--- src/rtl/gpu_raster_stage.sv ---
// gpu_raster_stage: primitive FIFO plus bounding-box scan emitting one fragment per pixel.
module gpu_raster_stage #(
  parameter int DEPTH    = 2,
  parameter int VERTEX_W = 30,
  parameter int GSR_W    = 6,
  parameter int SCREEN_W = 640,
  parameter int SCREEN_H = 480
) (
  input  logic                I_CLOCK,
  input  logic                I_RESET_N,
  input  logic                I_LOCK,
  input  logic [GSR_W-1:0]    I_GSRValue,
  input  logic                I_GSRValue_Valid,
  input  logic [VERTEX_W-1:0] I_VertexV1,
  input  logic [VERTEX_W-1:0] I_VertexV2,
  input  logic [VERTEX_W-1:0] I_VertexV3,
  output logic                O_GPUStallSignal,
  output logic [9:0]          O_FragX,
  output logic [9:0]          O_FragY,
  output logic [2:0]          O_FragColor,
  output logic                O_FragValid,
  input  logic                I_FragReady,
  output logic                O_PrimDone,
  output logic                O_Overflow
);
  localparam int AW = (DEPTH > 1) ? $clog2(DEPTH) : 1;
  localparam logic [10:0] XM = 11'(SCREEN_W - 1);
  localparam logic [10:0] YM = 11'(SCREEN_H - 1);
  typedef enum logic [1:0] {IDLE, SETUP, RASTER} state_t;
  state_t state, state_nx;
  logic [62:0] mem [DEPTH];
  logic [62:0] head;
  logic [AW-1:0] wr_ptr, rd_ptr;
  logic [AW:0] count;
  logic [10:0] x, y, min_x, max_x, max_y;
  logic [2:0] color;
  logic full, push, pop, fire, last, ovf;
  logic [9:0] vx [3];
  logic [9:0] vy [3];
  logic [10:0] raw_lx, raw_hx, raw_ly, raw_hy, lx, hx, ly, hy;
  logic unused_bits;
  function automatic logic [10:0] mn(input logic [9:0] a, input logic [9:0] b, input logic [9:0] c);
    logic [9:0] m;
    m = (a < b) ? a : b;
    return {1'b0, (m < c) ? m : c};
  endfunction
  function automatic logic [10:0] mx(input logic [9:0] a, input logic [9:0] b, input logic [9:0] c);
    logic [9:0] m;
    m = (a > b) ? a : b;
    return {1'b0, (m > c) ? m : c};
  endfunction
  // Only colour and X/Y are stored; attributes and upper GSR bits are never used downstream.
  assign unused_bits = ^{I_GSRValue[GSR_W-1:3], I_VertexV1[9:0], I_VertexV2[9:0], I_VertexV3[9:0]};
  assign head  = mem[rd_ptr];
  assign vx[0] = head[59:50];
  assign vy[0] = head[49:40];
  assign vx[1] = head[39:30];
  assign vy[1] = head[29:20];
  assign vx[2] = head[19:10];
  assign vy[2] = head[9:0];
  assign raw_lx = mn(vx[0], vx[1], vx[2]);
  assign raw_hx = mx(vx[0], vx[1], vx[2]);
  assign raw_ly = mn(vy[0], vy[1], vy[2]);
  assign raw_hy = mx(vy[0], vy[1], vy[2]);
  assign hx = (raw_hx > XM) ? XM : raw_hx;
  assign lx = (raw_lx > hx) ? hx : raw_lx;
  assign hy = (raw_hy > YM) ? YM : raw_hy;
  assign ly = (raw_ly > hy) ? hy : raw_ly;
  assign full = (count == (AW+1)'(DEPTH));
  assign fire = O_FragValid & I_FragReady;
  assign last = (x == max_x) && (y == max_y);
  assign pop  = fire & last;
  // A pop in the same cycle frees the slot, so a push while full is still accepted.
  assign push = I_GSRValue_Valid & (~full | pop);
  assign ovf  = I_GSRValue_Valid & full & ~pop;
  assign O_GPUStallSignal = full;
  assign O_FragX     = x[9:0];
  assign O_FragY     = y[9:0];
  assign O_FragColor = color;
  always_ff @(posedge I_CLOCK or negedge I_RESET_N)
    if (!I_RESET_N) state <= IDLE;
    else if (!I_LOCK) state <= IDLE;
    else state <= state_nx;
  always_comb
    state_nx = (state == IDLE && count != '0) ? SETUP :
               (state == SETUP)               ? RASTER :
               (state == RASTER && pop)       ? IDLE : state;
  always_comb O_FragValid = (state == RASTER);
  always_ff @(posedge I_CLOCK)
    if (push && I_LOCK) mem[wr_ptr] <= {I_GSRValue[2:0], I_VertexV1[29:10], I_VertexV2[29:10], I_VertexV3[29:10]};
  always_ff @(posedge I_CLOCK or negedge I_RESET_N)
    if (!I_RESET_N) begin
      wr_ptr <= '0;
      rd_ptr <= '0;
      count <= '0;
      O_Overflow <= 1'b0;
      O_PrimDone <= 1'b0;
    end else if (!I_LOCK) begin
      wr_ptr <= '0;
      rd_ptr <= '0;
      count <= '0;
      O_Overflow <= 1'b0;
      O_PrimDone <= 1'b0;
    end else begin
      if (push) wr_ptr <= wr_ptr + AW'(1);
      if (pop) rd_ptr <= rd_ptr + AW'(1);
      count <= count + (AW+1)'(push) - (AW+1)'(pop);
      O_Overflow <= O_Overflow | ovf;
      O_PrimDone <= pop;
    end
  always_ff @(posedge I_CLOCK or negedge I_RESET_N)
    if (!I_RESET_N) begin
      x <= '0;
      y <= '0;
      min_x <= '0;
      max_x <= '0;
      max_y <= '0;
      color <= '0;
    end else if (!I_LOCK) begin
      x <= '0;
      y <= '0;
      min_x <= '0;
      max_x <= '0;
      max_y <= '0;
      color <= '0;
    end else if (state == SETUP) begin
      x <= lx;
      y <= ly;
      min_x <= lx;
      max_x <= hx;
      max_y <= hy;
      color <= head[62:60];
    end else if (fire) begin
      x <= (x == max_x) ? min_x : x + 11'd1;
      y <= (x == max_x) ? y + 11'd1 : y;
    end
endmodule

--- config.mk ---
export PLATFORM = sky130hd
export DESIGN_NAME = gpu_raster_stage
export DESIGN_NICKNAME = d
export VERILOG_FILES = /design/src/rtl/gpu_raster_stage.sv
export SDC_FILE = /design/constraint.sdc
export NUM_CORES = 1
export LEC_CHECK = 0
export BUFFER_PORTS_ARGS = -buffer_cell sky130_fd_sc_hd__buf_4
export CAP_MARGIN = 0
export CORE_MARGIN = 5
export CORE_UTILIZATION = 45
export DETAILED_ROUTE_END_ITERATION = 10
export GPL_TIMING_DRIVEN = 0
export PLACE_DENSITY = 0.75
export SETUP_SLACK_MARGIN = 0.2
export SYNTH_ARGS = -nofsm -noshare
export SYNTH_HDL_FRONTEND = slang
export SYNTH_SLANG_ARGS = --single-unit
--- constraint.sdc ---
create_clock -name I_CLOCK -period 9.4 [get_ports I_CLOCK]
set_input_delay 1.88 -clock I_CLOCK [delete_from_list [all_inputs] [get_ports I_CLOCK]]
set_output_delay 1.88 -clock I_CLOCK [all_outputs]
set_load 0.05 [all_outputs]
After elaboration in Yosys (flattened, before gate mapping) --
Memory sizes are Yosys's and may differ from the RTL's. Cells that the tools add are included. Widths: inputs -> output; s select.
Storage, ports and cells: flip-flop bits (word level) 66, memory bits (writable) 126, logic and storage cells 99, memories 1
Operators by class: $add $sub $neg 6, order comparisons 12, equal/unequal tests 11, multiplexer cells 41, bitwise gates (word level) 9, reduce and logical (&&, ||, !) cells 7
Memory list:
- mem | depth 2, bits a word 63, rd ports 1, clocked after memory_dff 0, write ports 1, RTL line 31 | logic [62:0] mem [DEPTH];
Operators with widths (number):
- $mux 11 | 14
- $mux 10 | 12
- $gt 10x10->1 | 6
- $lt 10x10->1 | 4
- $add 11x1->11 const B | 2
- $eq 11x11->1 | 2
- $gt 10x10->1 const B | 1
- $gt 10x9->1 const B | 1
- $mux 2 | 5
- $mux 1 | 8
- $mux 3 | 2
- $ne 2x1->1 const B | 3
- $ne 3x1->1 const B | 2
- $and 1x1->1 | 5
- $eq 2x2->1 const B | 2
- $logic_and 1x1->1 | 4
- $ne 4x1->1 const B | 1
- $add 1x1->1 const B | 2
- $add 2x1->2 | 1
- $eq 2x1->1 const B | 1
- $logic_not 2->1 | 1
- $not 1->1 | 2
- $or 1x1->1 | 2
- $reduce_and 2->1 | 1
- 2 further kinds | 2

Logic depth before layout (Yosys ltp) --
Gate-level depths: netlist (run 1). An unclocked memory read counts as a cell.
depth after elaboration 11, mapped depth 34

Worst setup path after synthesis (run 1) --
Ideal clock, no wire load.
kind register to register, start register rd_ptr, end register min_x[0], setup time 69 ps, arrival time 6512 ps, required time 9331 ps, path slack 2819 ps, cell stages (with the launch flop) 33, period minus slack after synthesis 6581 ps, path through dfrtp_1 > buf_2 > buf_4 > buf_4 > buf_2 > mux2i_1 > inv_1 > ha_1 > nand2b_1 > a211oi_4 > a2111oi_4 > nor2_2 > mux2_2 > inv_1 > ha_1 > nand4_1 > nor3_1 > a221oi_1 > a32oi_1 > buf_2 > mux2i_1 > a22oi_4 > buf_6 > nor2_1 > ha_1 > and3_1 > a221o_1 > nand2_1 > and4b_1 > a31oi_1 > clkbuf_1 > or3_1 > nand3_1
Between the ends: word-level cells in the longest chain between the ends 11, elaborated cells between the ends (all ways) 15, those cells by class 6 x order compare; 8 x mux; 1 x memory
RTL lines:
- start: declaration | RTL line 33 | logic [AW-1:0] wr_ptr, rd_ptr;
- start signal: assignment | RTL line 106 | if (pop) rd_ptr <= rd_ptr + AW'(1);
- $mem_v2 2x63 *
- $gt 10x10->1 | RTL line 49 | m = (a > b) ? a : b;
- $mux 10 | RTL line 49
- $gt 10x10->1 | RTL line 50 | return {1'b0, (m > c) ? m : c};
- $mux 10 | RTL line 50
- $gt 10x10->1 | RTL line 65 | assign hx = (raw_hx > XM) ? XM : raw_hx;
- $mux 10 | RTL line 65
- $gt 10x10->1 | RTL line 66 | assign lx = (raw_lx > hx) ? hx : raw_lx;
- $mux 10 * | RTL line 66
- $mux 11 * | RTL line 126 | end else if (state == SETUP) begin
- $mux 11 * | RTL line 119 | end else if (!I_LOCK) begin
- end signal: assignment | RTL line 129 | min_x <= lx;
- end: declaration | RTL line 35 | logic [10:0] x, y, min_x, max_x, max_y;
Every way passes the cells marked *; elsewhere a longest branch is shown, timed or not. The select of a mux whose other input is x is not followed. A chain may end at the register's enable or synchronous reset.

Final worst setup path (run 1) --
start register rd_ptr, end register min_x[2]
Same word-level chain as after synthesis.

==> results.txt, run 1 <==
Status: finished clean
Worst Path Buf+Inv: 9
Critical Path RT: 9.70 ns
Drt drc: 0
Fin crit period: 8.08 ns
Gr busiest metal: met2
Tcrit/Tclk final: 85.9%
Synth cell types: 74
Clock root cell: clkbuf_16
Worst hold path class: register to register
Final Cell Area: 0.0129 mm2
Sequential power share: 40.9%
Die Y-Extent: 167 um
Count leader, synth: edfxtp_1
Synth Cell Area: 0.0110 mm2
Post-CTS resize count: 0
CTS tree: done
Detailed Routing Iterations Pass 1: 5
Worst-path fanout max: 10
FF-to-FF End: min_x[2]
First-pass GRT wire length: 42.0 mm
Main synth FF type: edfxtp_1
Final Hold Viols: 0
Ant diodes: 0
CTS buffer count: 17
DRC marker count from the first detailed-route iteration: 689
Hold Path Cell Cnt: 2
Cells after DPL: 1416
Largest cells by area after synthesis: edfxtp_1, dfrtp_1, ha_1
WL/cell: 17.8 um
Average size of a mapped cell: 11.1 um2
Crit end category: register
Crit Path Class: register to register
Slew at the pin with the worst max-slew slack: 0.797 ns
Psw: 841 uW
Largest net degree at the start of global routing: 64
RSZ-0062 raised after global routing: no
Clk slew on worst S/H paths: 0.08 ns
Met3 usage: 3.96%
Grt met1 use: 25.8%
Net Count, Synth: 1176
TNS Setup: 0 ns
Internal power: 1620 uW
Finished Layout Cells: 1448
Worst reg-to-reg path cell count: 32
Avg Vias per Cell: 5.60
Layout cell share with drive strength beyond 1: 19.0%
I/O Buffers: 94
Slew Viols, Final: 0
Clk_skew: 0.0106 ns
Core ar.: 0.0242 mm2
Hold path start: min_x[1]
Final core utilization: 53.0%
Chip Width: 167 um
DP Area: 0.0122 mm2
Lkg Pwr: 0.00543 uW
Critical Path AT: 8.37 ns
VDD IR max: 113 uV
Synth async-reset ratio: 33.3%
Worst r2r src: rd_ptr
Routed wire length: 25.7 mm
WHS: 0.483 ns
Post-synthesis cell type with the largest combined area: edfxtp_1
All-layer global routing usage: 18.6%
GRT met2 Usage: 29.3%
CP Launch Point: rd_ptr
Initial cell density of the core: 45.5%
Endpoints failing setup: 0
Max H-tree Level: 4
Power share of the clock group: 30.1%
Yosys top cell area share: 34.3%
Worst path slowest cell: mux2_2
# IOs: 128
Hold Buf Count CTS: 0
Initial antenna violation count: 0
Combinational power share: 29.0%
Via total after detailed routing: 8103
FF+latch count, synth: 189
Post-synth EDFFs: 126
Postcts setup bufs: 0
Row count: 57
Max cap viols: 0
GRT overflow: 0
PwrDens: 191 mW/mm2
Routed Antenna Nets: 0
Die area: 0.0277 mm2
Worst setup SP type: register
Sw frac: 34.2%
Hold EP: min_x[1]
Max incr delay on CP: 0.43 ns
List of most frequent post-synthesis cells: edfxtp_1, mux2i_1, ha_1
FF-to-FF setup slack: 1.32 ns
# nets final: 1293
Crit path max-delay family: buffers and inverters
Post-DP HPWL: 19.7 mm
Max clock buf depth: 2
CTS sink cnt: 189
Rel. slew slack: 46.7%
Sequential share of the synthesized area: 48.6%
Top achievable clock speed: 0.124 GHz
Syn-to-layout area delta: 16.7%
Placer Congestion: 0.889
Worst-Skew Late Latency: 0.44 ns
Cells after Synth: 994
Ys Warns: 0
Vias in the first global route: 8128
## state kept, by name, summed over array words and instances (netlist names), 3 cells and up
signal and count:
O_FragColor 3, max_x 10, max_y 10, mem 126, min_x 10, x 11
y 11
## metal layers
metal | share of wire (%) | vias to the layer above
met5 | 0 | -
met4 | 2.3 | 0
met3 | 6.3 | 38
met2 | 46 | 286
met1 | 46 | 3890
li1 | - | 3889
## cells by family (layout without fill, tap and decap cells)
family | Yosys count | in the layout | share of synthesized area (%)
xor+xnor | 40 | 40 | 3.18
simple gates | 244 | 244 | 10.9
other cells | 1 | 1 | 0.0340
fa+ha+maj | 81 | 81 | 9.19
compound gates | 222 | 222 | 13.3
buf+inv | 111 | 241 | 4.82
mux | 106 | 106 | 9.92
flops | 189 | 189 | 48.6
## power by group through the flow
stage | registers [uW] | logic [uW] | clock network [uW]
after global routing | 1010 | 790 | 793
after CTS | 1010 | 711 | 754
after global placement | 1030 | 678 | 0
after detailed placement | 1020 | 705 | 0
after floorplan | 1020 | 503 | 0
final | 1010 | 714 | 740
## final cells by class
| type | instances | area (um2) |
|---|---|---|
| clock buffer | 17 | 425 |
| clock inverter | 15 | 190 |
| buffer | 54 | 318 |
| sequential | 189 | 5360 |
| multi-input combinational | 694 | 5150 |
| fill | 2123 | 11400 |
| timing repair buffer | 98 | 801 |
| tap | 324 | 405 |
| inverter | 57 | 214 |
## layout by cell type (no fill, tap or decap), types with 4 or more instances in the layout
cell	Yosys	final
a211oi_1	14	14
nor4_1	5	5
o21a_1	4	4
inv_6	0	5
or2_2	5	5
ha_1	81	81
o221ai_1	6	6
mux2_2	22	22
nand2_1	62	62
o21ai_0	74	74
nor2b_1	6	6
buf_4	24	118
nor2_1	67	65
xor2_1	24	24
mux2i_1	82	82
nand4_1	18	18
xnor2_1	16	16
and3_1	9	9
and2_1	6	6
a21oi_1	57	57
edfxtp_1	126	126
inv_1	56	56
clkinv_8	0	4
nand3_1	17	17
a31oi_1	5	5
clkbuf_1	19	19
nand2b_1	13	13
dfrtp_1	63	63
a21o_1	20	20
or3_1	5	5
buf_2	8	8
o21ai_1	5	5
nor3_1	18	18
clkbuf_16	0	17
## metrics by stage
step                      power, uW  worst slack (ns)
after floorplan                1520              2.82
after global placement         1700              1.01
after detailed placement       1730              1.42
after CTS                      2470              1.35
after global routing           2600             0.744
final                          2460              1.32
## worst max-delay path by stage
| stage | end | slack (ns) | depth (start not counted) |
|---|---|---|---|
| 6_report | min_x[2] | 1.32 | 32 |
| 4_1_cts | min_x[2] | 1.35 | 32 |
| 5_1_grt | min_x[2] | 0.74 | 32 |
| 3_3_place_gp | mem[0][6] | 1.01 | 7 |
| 3_5_place_dp | min_x[2] | 1.42 | 32 |
| 2_1_floorplan | min_x[0] | 2.82 | 32 |
## worst reg2reg max path, delay by kind of cell (launching register included)
kind                     cells  cell delay (ns)
buffers and inverters        9             2.10
multiplexers                 3             1.21
AND/OR/NAND/NOR              8             1.57
AO/OA/AOI/OAI                9             1.98
flip-flops                   1             0.33
adder cells (fa/ha/maj)      3             0.73
(Power assumes the default switching activity.)
==> inputs of run 2 (changes only) <==
--- a/config.mk
+++ b/config.mk
@@ -12,6 +12,7 @@
 export DETAILED_ROUTE_END_ITERATION = 10
 export GPL_TIMING_DRIVEN = 0
 export PLACE_DENSITY = 0.75
+export RECOVER_POWER = 50
 export SETUP_SLACK_MARGIN = 0.2
 export SYNTH_ARGS = -nofsm -noshare
 export SYNTH_HDL_FRONTEND = slang
==> constraint.sdc (replaced) <==
create_clock -name I_CLOCK -period 7.9 [get_ports I_CLOCK]
set_input_delay 1.58 -clock I_CLOCK [delete_from_list [all_inputs] [get_ports I_CLOCK]]
set_output_delay 1.58 -clock I_CLOCK [all_outputs]
set_load 0.05 [all_outputs]
==> run 2 against run 1 <==
The run now ends with max-capacitance violations, max-slew violations left. Maximum frequency rose by 11%. Routed wire length increased by 0.48%. Design area rose by 0.34%. Power grew 20%.
==> results.txt, run 2 (synthesis gave the netlist of run 1 again) <==
CTS sink cnt: 189
Avg Vias per Cell: 5.59
DRC marker count from the first detailed-route iteration: 653
Max incr delay on CP: 0.38 ns
RSZ-0062 raised after global routing: no
GRT overflow: 0
Via total after detailed routing: 8145
Violated checks: max-capacitance violations, max-slew violations
Drt drc: 0
Crit Path Class: register to register
Core ar.: 0.0242 mm2
Max clock buf depth: 2
Syn-to-layout area delta: 17.1%
Routed Antenna Nets: 0
Final WS setup: 0.655 ns
Critical Path RT: 8.27 ns
Detailed Routing Iterations Pass 1: 5
Clk_skew: 0.0106 ns
Die area: 0.0277 mm2
Hold Buf Count CTS: 0
Ant diodes: 0
Routed wire length: 25.9 mm
Most frequent CP cell: buf_4
Vias in the first global route: 8127
CTS tree: done
Clk slew on worst S/H paths: 0.08 ns
Most common cell after layout, fill and taps aside: edfxtp_1
Initial cell density of the core: 45.5%
Reg with most FFs: mem
Status: finished with violations
Endpoints failing setup: 0
Top Registers: mem: 126 flops, x: 11 flops, y: 11 flops
PwrDens: 229 mW/mm2
VDD IR max: 133 uV
I/O Buffers: 94
Clock root cell: clkbuf_16
Post-DP HPWL: 19.7 mm
Fill cell count: 2125
Lkg Pwr: 0.00539 uW
TNS Setup: 0 ns
Slew Viols, Final: 64
All-layer global routing usage: 18.6%
First-pass GRT wire length: 42.0 mm
Worst setup SP type: register
Dpl ws: -0.0782 ns
Initial antenna violation count: 0
Die Y-Extent: 167 um
Critical Path AT: 7.62 ns
Layout cell share with drive strength beyond 1: 18.4%
Worst-Skew Late Latency: 0.44 ns
Worst-path fanout max: 10
Worst hold path class: register to register
Fin crit period: 7.25 ns
Worst path slowest cell: or3_1
Max reg flops: 126
Max H-tree Level: 4
# nets final: 1301
Final Hold Viols: 0
Tcrit/Tclk final: 91.7%
# IOs: 128
Chip Width: 167 um
Hold Path Cell Cnt: 2
Most frequent cells in the layout: edfxtp_1, ha_1, mux2i_1, o21ai_0, nor2_1
Row count: 57
Max cap viols: 1
WL/cell: 17.8 um
Rel. slew slack: -126%
Placer Congestion: 0.889
CTS buffer count: 17
Slew at the pin with the worst max-slew slack: 3.38 ns
Crit end category: register
Top achievable clock speed: 0.138 GHz
Worst reg-to-reg path cell count: 33
Largest net degree at the start of global routing: 64
==> run 2: power by group <==
part,internal (uW),switching (uW)
Combinational,344,529
Sequential,1140,59.5
Clock,458,424
==> run 2: timing repair <==
action,CTS,global route
pin swaps,0,4
endpoints found under the hold margin,0,0
setup endpoints to repair,20,30
buffers inserted,0,8
gates resized for setup,5,25
==> run 2: critical path, delay by kind of cell (launching register included) <==
kind                     cells  cell delay (ns)
buffers and inverters       11             2.17
AO/OA/AOI/OAI                9             1.79
AND/OR/NAND/NOR              8             1.38
adder cells (fa/ha/maj)      3             0.92
multiplexers                 2             0.58
flip-flops                   1             0.34
==> run 2: metal layers <==
| metal | routed length (um) | global-route usage, % | vias to the layer above |
|---|---|---|---|
| met3 | 1650 | 3.96 | 40 |
| met4 | 519 | 5.76 | 0 |
| li1 | - | - | 3907 |
| met5 | 0 | 0 | - |
| met2 | 12000 | 29.3 | 286 |
| met1 | 11700 | 25.8 | 3912 |
==> run 2: layout make-up <==
type,count,area (um2),area share [%]
timing repair buffer,106,771,5.97
clock buffer,17,425,3.30
sequential,189,5360,41.5
buffer,54,339,2.63
clock inverter,15,190,1.47
tap,324,405,3.14
multi-input combinational,694,5200,40.3
inverter,57,214,1.66
==> run 2: final timing paths <==
check                          start          to  slack [ns]
setup / recovery              rd_ptr        x[0]        0.65
hold / removal              min_x[1]    min_x[1]        0.49
setup reg to reg              rd_ptr        x[0]        0.65
min in group asynchronous  I_RESET_N  O_PrimDone        2.27
hold reg to reg             min_x[1]    min_x[1]        0.49
max in group asynchronous  I_RESET_N    max_y[8]        3.72
==> run 2: through the flow <==
| stage | cell area, um2 | power (uW) | cells | hold slack, ns | utilization, % |
|---|---|---|---|---|---|
| final | 12900 | 2950 | 1456 | 0.486 | 53.2 |
| after global routing | 12900 | 3110 | 1456 | 0.507 | 53.2 |
| after CTS | 12900 | 2940 | 1448 | 0.488 | 53.1 |
| after detailed placement | 12200 | 2060 | 1416 | 0.470 | 50.5 |
| after global placement | 12100 | 2030 | 1412 | 0.460 | 50.0 |
| after floorplan | 11000 | 1810 | 994 | 0.445 | - |
==> inputs of run 3 (changes only) <==
==> constraint.sdc (replaced) <==
create_clock -name I_CLOCK -period 7.2 [get_ports I_CLOCK]
set_input_delay 1.44 -clock I_CLOCK [delete_from_list [all_inputs] [get_ports I_CLOCK]]
set_output_delay 1.44 -clock I_CLOCK [all_outputs]
set_load 0.05 [all_outputs]
==> run 3 against run 2 <==
Register-to-register slack lost 0.37 ns. Largest power group unchanged. Combinational power is 18% higher. Global-route usage is 0.20 points higher. Routed wire length up 4.3%. The run still ends with max-capacitance violations, max-slew violations left. Largest cell class is now multi-input combinational cells. Highest routed layer unchanged.
==> results.txt, run 3 (synthesis gave the netlist of run 1 again) <==
Status: finished with violations
Violated checks: max-capacitance violations, max-slew violations
Worst-path fanout max: 10
Final Hold Viols: 0
Chip Width: 167 um
Critical Path AT: 7.29 ns
# IOs: 128
Worst reg-to-reg path cell count: 33
Die area: 0.0277 mm2
Routed Antenna Nets: 0
Die Y-Extent: 167 um
Worst-Skew Late Latency: 0.44 ns
Placer Congestion: 0.889
First-pass GRT wire length: 42.4 mm
Worst path slowest cell: dfrtp_1
Hold Path Cell Cnt: 2
Clk slew on worst S/H paths: 0.08 ns
All-layer global routing usage: 18.8%
Reg with most FFs: mem
Psw: 1150 uW
Tcrit/Tclk final: 96.0%
Sw frac: 34.7%
Vias in the first global route: 8248
Fin crit period: 6.91 ns
Ant diodes: 0
Worst setup SP type: register
# nets final: 1315
Lkg Pwr: 0.00553 uW
Initial cell density of the core: 45.5%
Top achievable clock speed: 0.145 GHz
Row count: 57
Clock root cell: clkbuf_16
Core ar.: 0.0242 mm2
Critical Path RT: 7.58 ns
CTS sink cnt: 189
Rel. slew slack: -127%
Endpoints failing setup: 0
Most frequent cells in the layout: edfxtp_1, ha_1, buf_4, o21ai_0, dfrtp_1
Hold Buf Count CTS: 0
RSZ-0062 raised after global routing: no
Worst hold path class: register to register
Max clock buf depth: 2
Slew Viols, Final: 64
Combinational power share: 31.1%
Max H-tree Level: 4
Largest net degree at the start of global routing: 64
Total chip power: 3320 uW
Clk_skew: 0.0103 ns
Initial antenna violation count: 0
Post-DP HPWL: 19.7 mm
DP Area: 0.0122 mm2
VDD IR max: 154 uV
Syn-to-layout area delta: 20.9%
Hold path start: min_x[1]
Worst r2r src: rd_ptr
CTS buffer count: 17
Sequential power share: 39.6%
WL/cell: 18.4 um
Layout cell share with drive strength beyond 1: 22.5%
Slew at the pin with the worst max-slew slack: 3.40 ns
Internal power: 2170 uW
Max cap viols: 1
WHS: 0.484 ns
Dpl ws: -0.778 ns
PwrDens: 249 mW/mm2
Max reg flops: 126
FF-to-FF End: x[0]
I/O Buffers: 94
GRT overflow: 0
Max incr delay on CP: 0.38 ns
DRC marker count from the first detailed-route iteration: 642
Crit end category: register
Detailed Routing Iterations Pass 1: 6
Routed wire length: 27.0 mm
CP Launch Point: rd_ptr
Hold EP: min_x[1]
Final Cell Area: 0.0133 mm2
FF-to-FF setup slack: 0.29 ns
Final WS setup: 0.289 ns
Via total after detailed routing: 8248
Top Registers: mem: 126 flops, x: 11 flops, y: 11 flops
Crit Path Class: register to register
Power share of the clock group: 29.2%
Most common cell after layout, fill and taps aside: edfxtp_1
Drt drc: 0
CTS tree: done
Avg Vias per Cell: 5.61
[run 3: area by class of cell]
cell class                      count  area (um2)
Fill cell                        2072       10900
Multi-Input combinational cell    694        5470
Sequential cell                   189        5360
Timing Repair Buffer              119         866
Clock buffer                       17         425
Tap cell                          324         405
Buffer                             54         398
Inverter                           57         215
Clock inverter                     15         190
Timing Repair inverter              1        5.00
[run 3: how the worst max path moves through the flow]
stage                            to  slack, ns  cells past startpoint
after global placement    mem[0][6]      -0.75                      7
after floorplan            min_x[0]       0.62                     32
final                          x[0]       0.29                     33
after CTS                      y[8]       0.20                     30
after detailed placement   min_x[2]      -0.78                     32
after global routing           x[0]       0.06                     33
[run 3: routing by layer]
metal  wire length, um  vias up  GRT usage [%]  part of all wire [%]
li1                  -     3934              -                     -
met1             12100     3996           25.9                    45
met2             12700      275           29.6                    47
met3              1590       43           3.91                   5.9
met4               554        0           6.26                   2.1
met5                 0        -              0                     0
[run 3: critical path, delay by kind of cell (launching register included)]
kind,cells,cell delay (ns)
compound gates,7,1.40
fa+ha+maj,3,0.89
buf+inv,10,1.47
flops,1,0.38
mux,3,0.82
simple gates,10,1.86
[run 3: metrics by stage]
stage,util (%),TNS (ns),cells
2_1_floorplan,-,0,994
5_1_grt,55.0,0,1470
3_5_place_dp,50.5,-14.73,1416
3_3_place_gp,50.0,-104.65,1412
4_1_cts,53.7,0,1456
6_report,55.0,0,1470
[run 3: power by group through the flow]
stage          Sequential (uW)  Combinational (uW)  Clock [uW]
2_1_floorplan             1330                 657           0
3_3_place_gp              1340                 885           0
3_5_place_dp              1340                 920           0
4_1_cts                   1310                 973         984
5_1_grt                   1330                1120        1040
6_report                  1310                1030         970
[run 3: repair_timing]
action                                 in CTS  in global routing
gates cloned                                2                  0
setup endpoints to repair                  30                 30
pin swaps                                   6                 11
endpoints found under the hold margin       0                  0
setup buffers                               6                 14
resized for setup                          30                 69
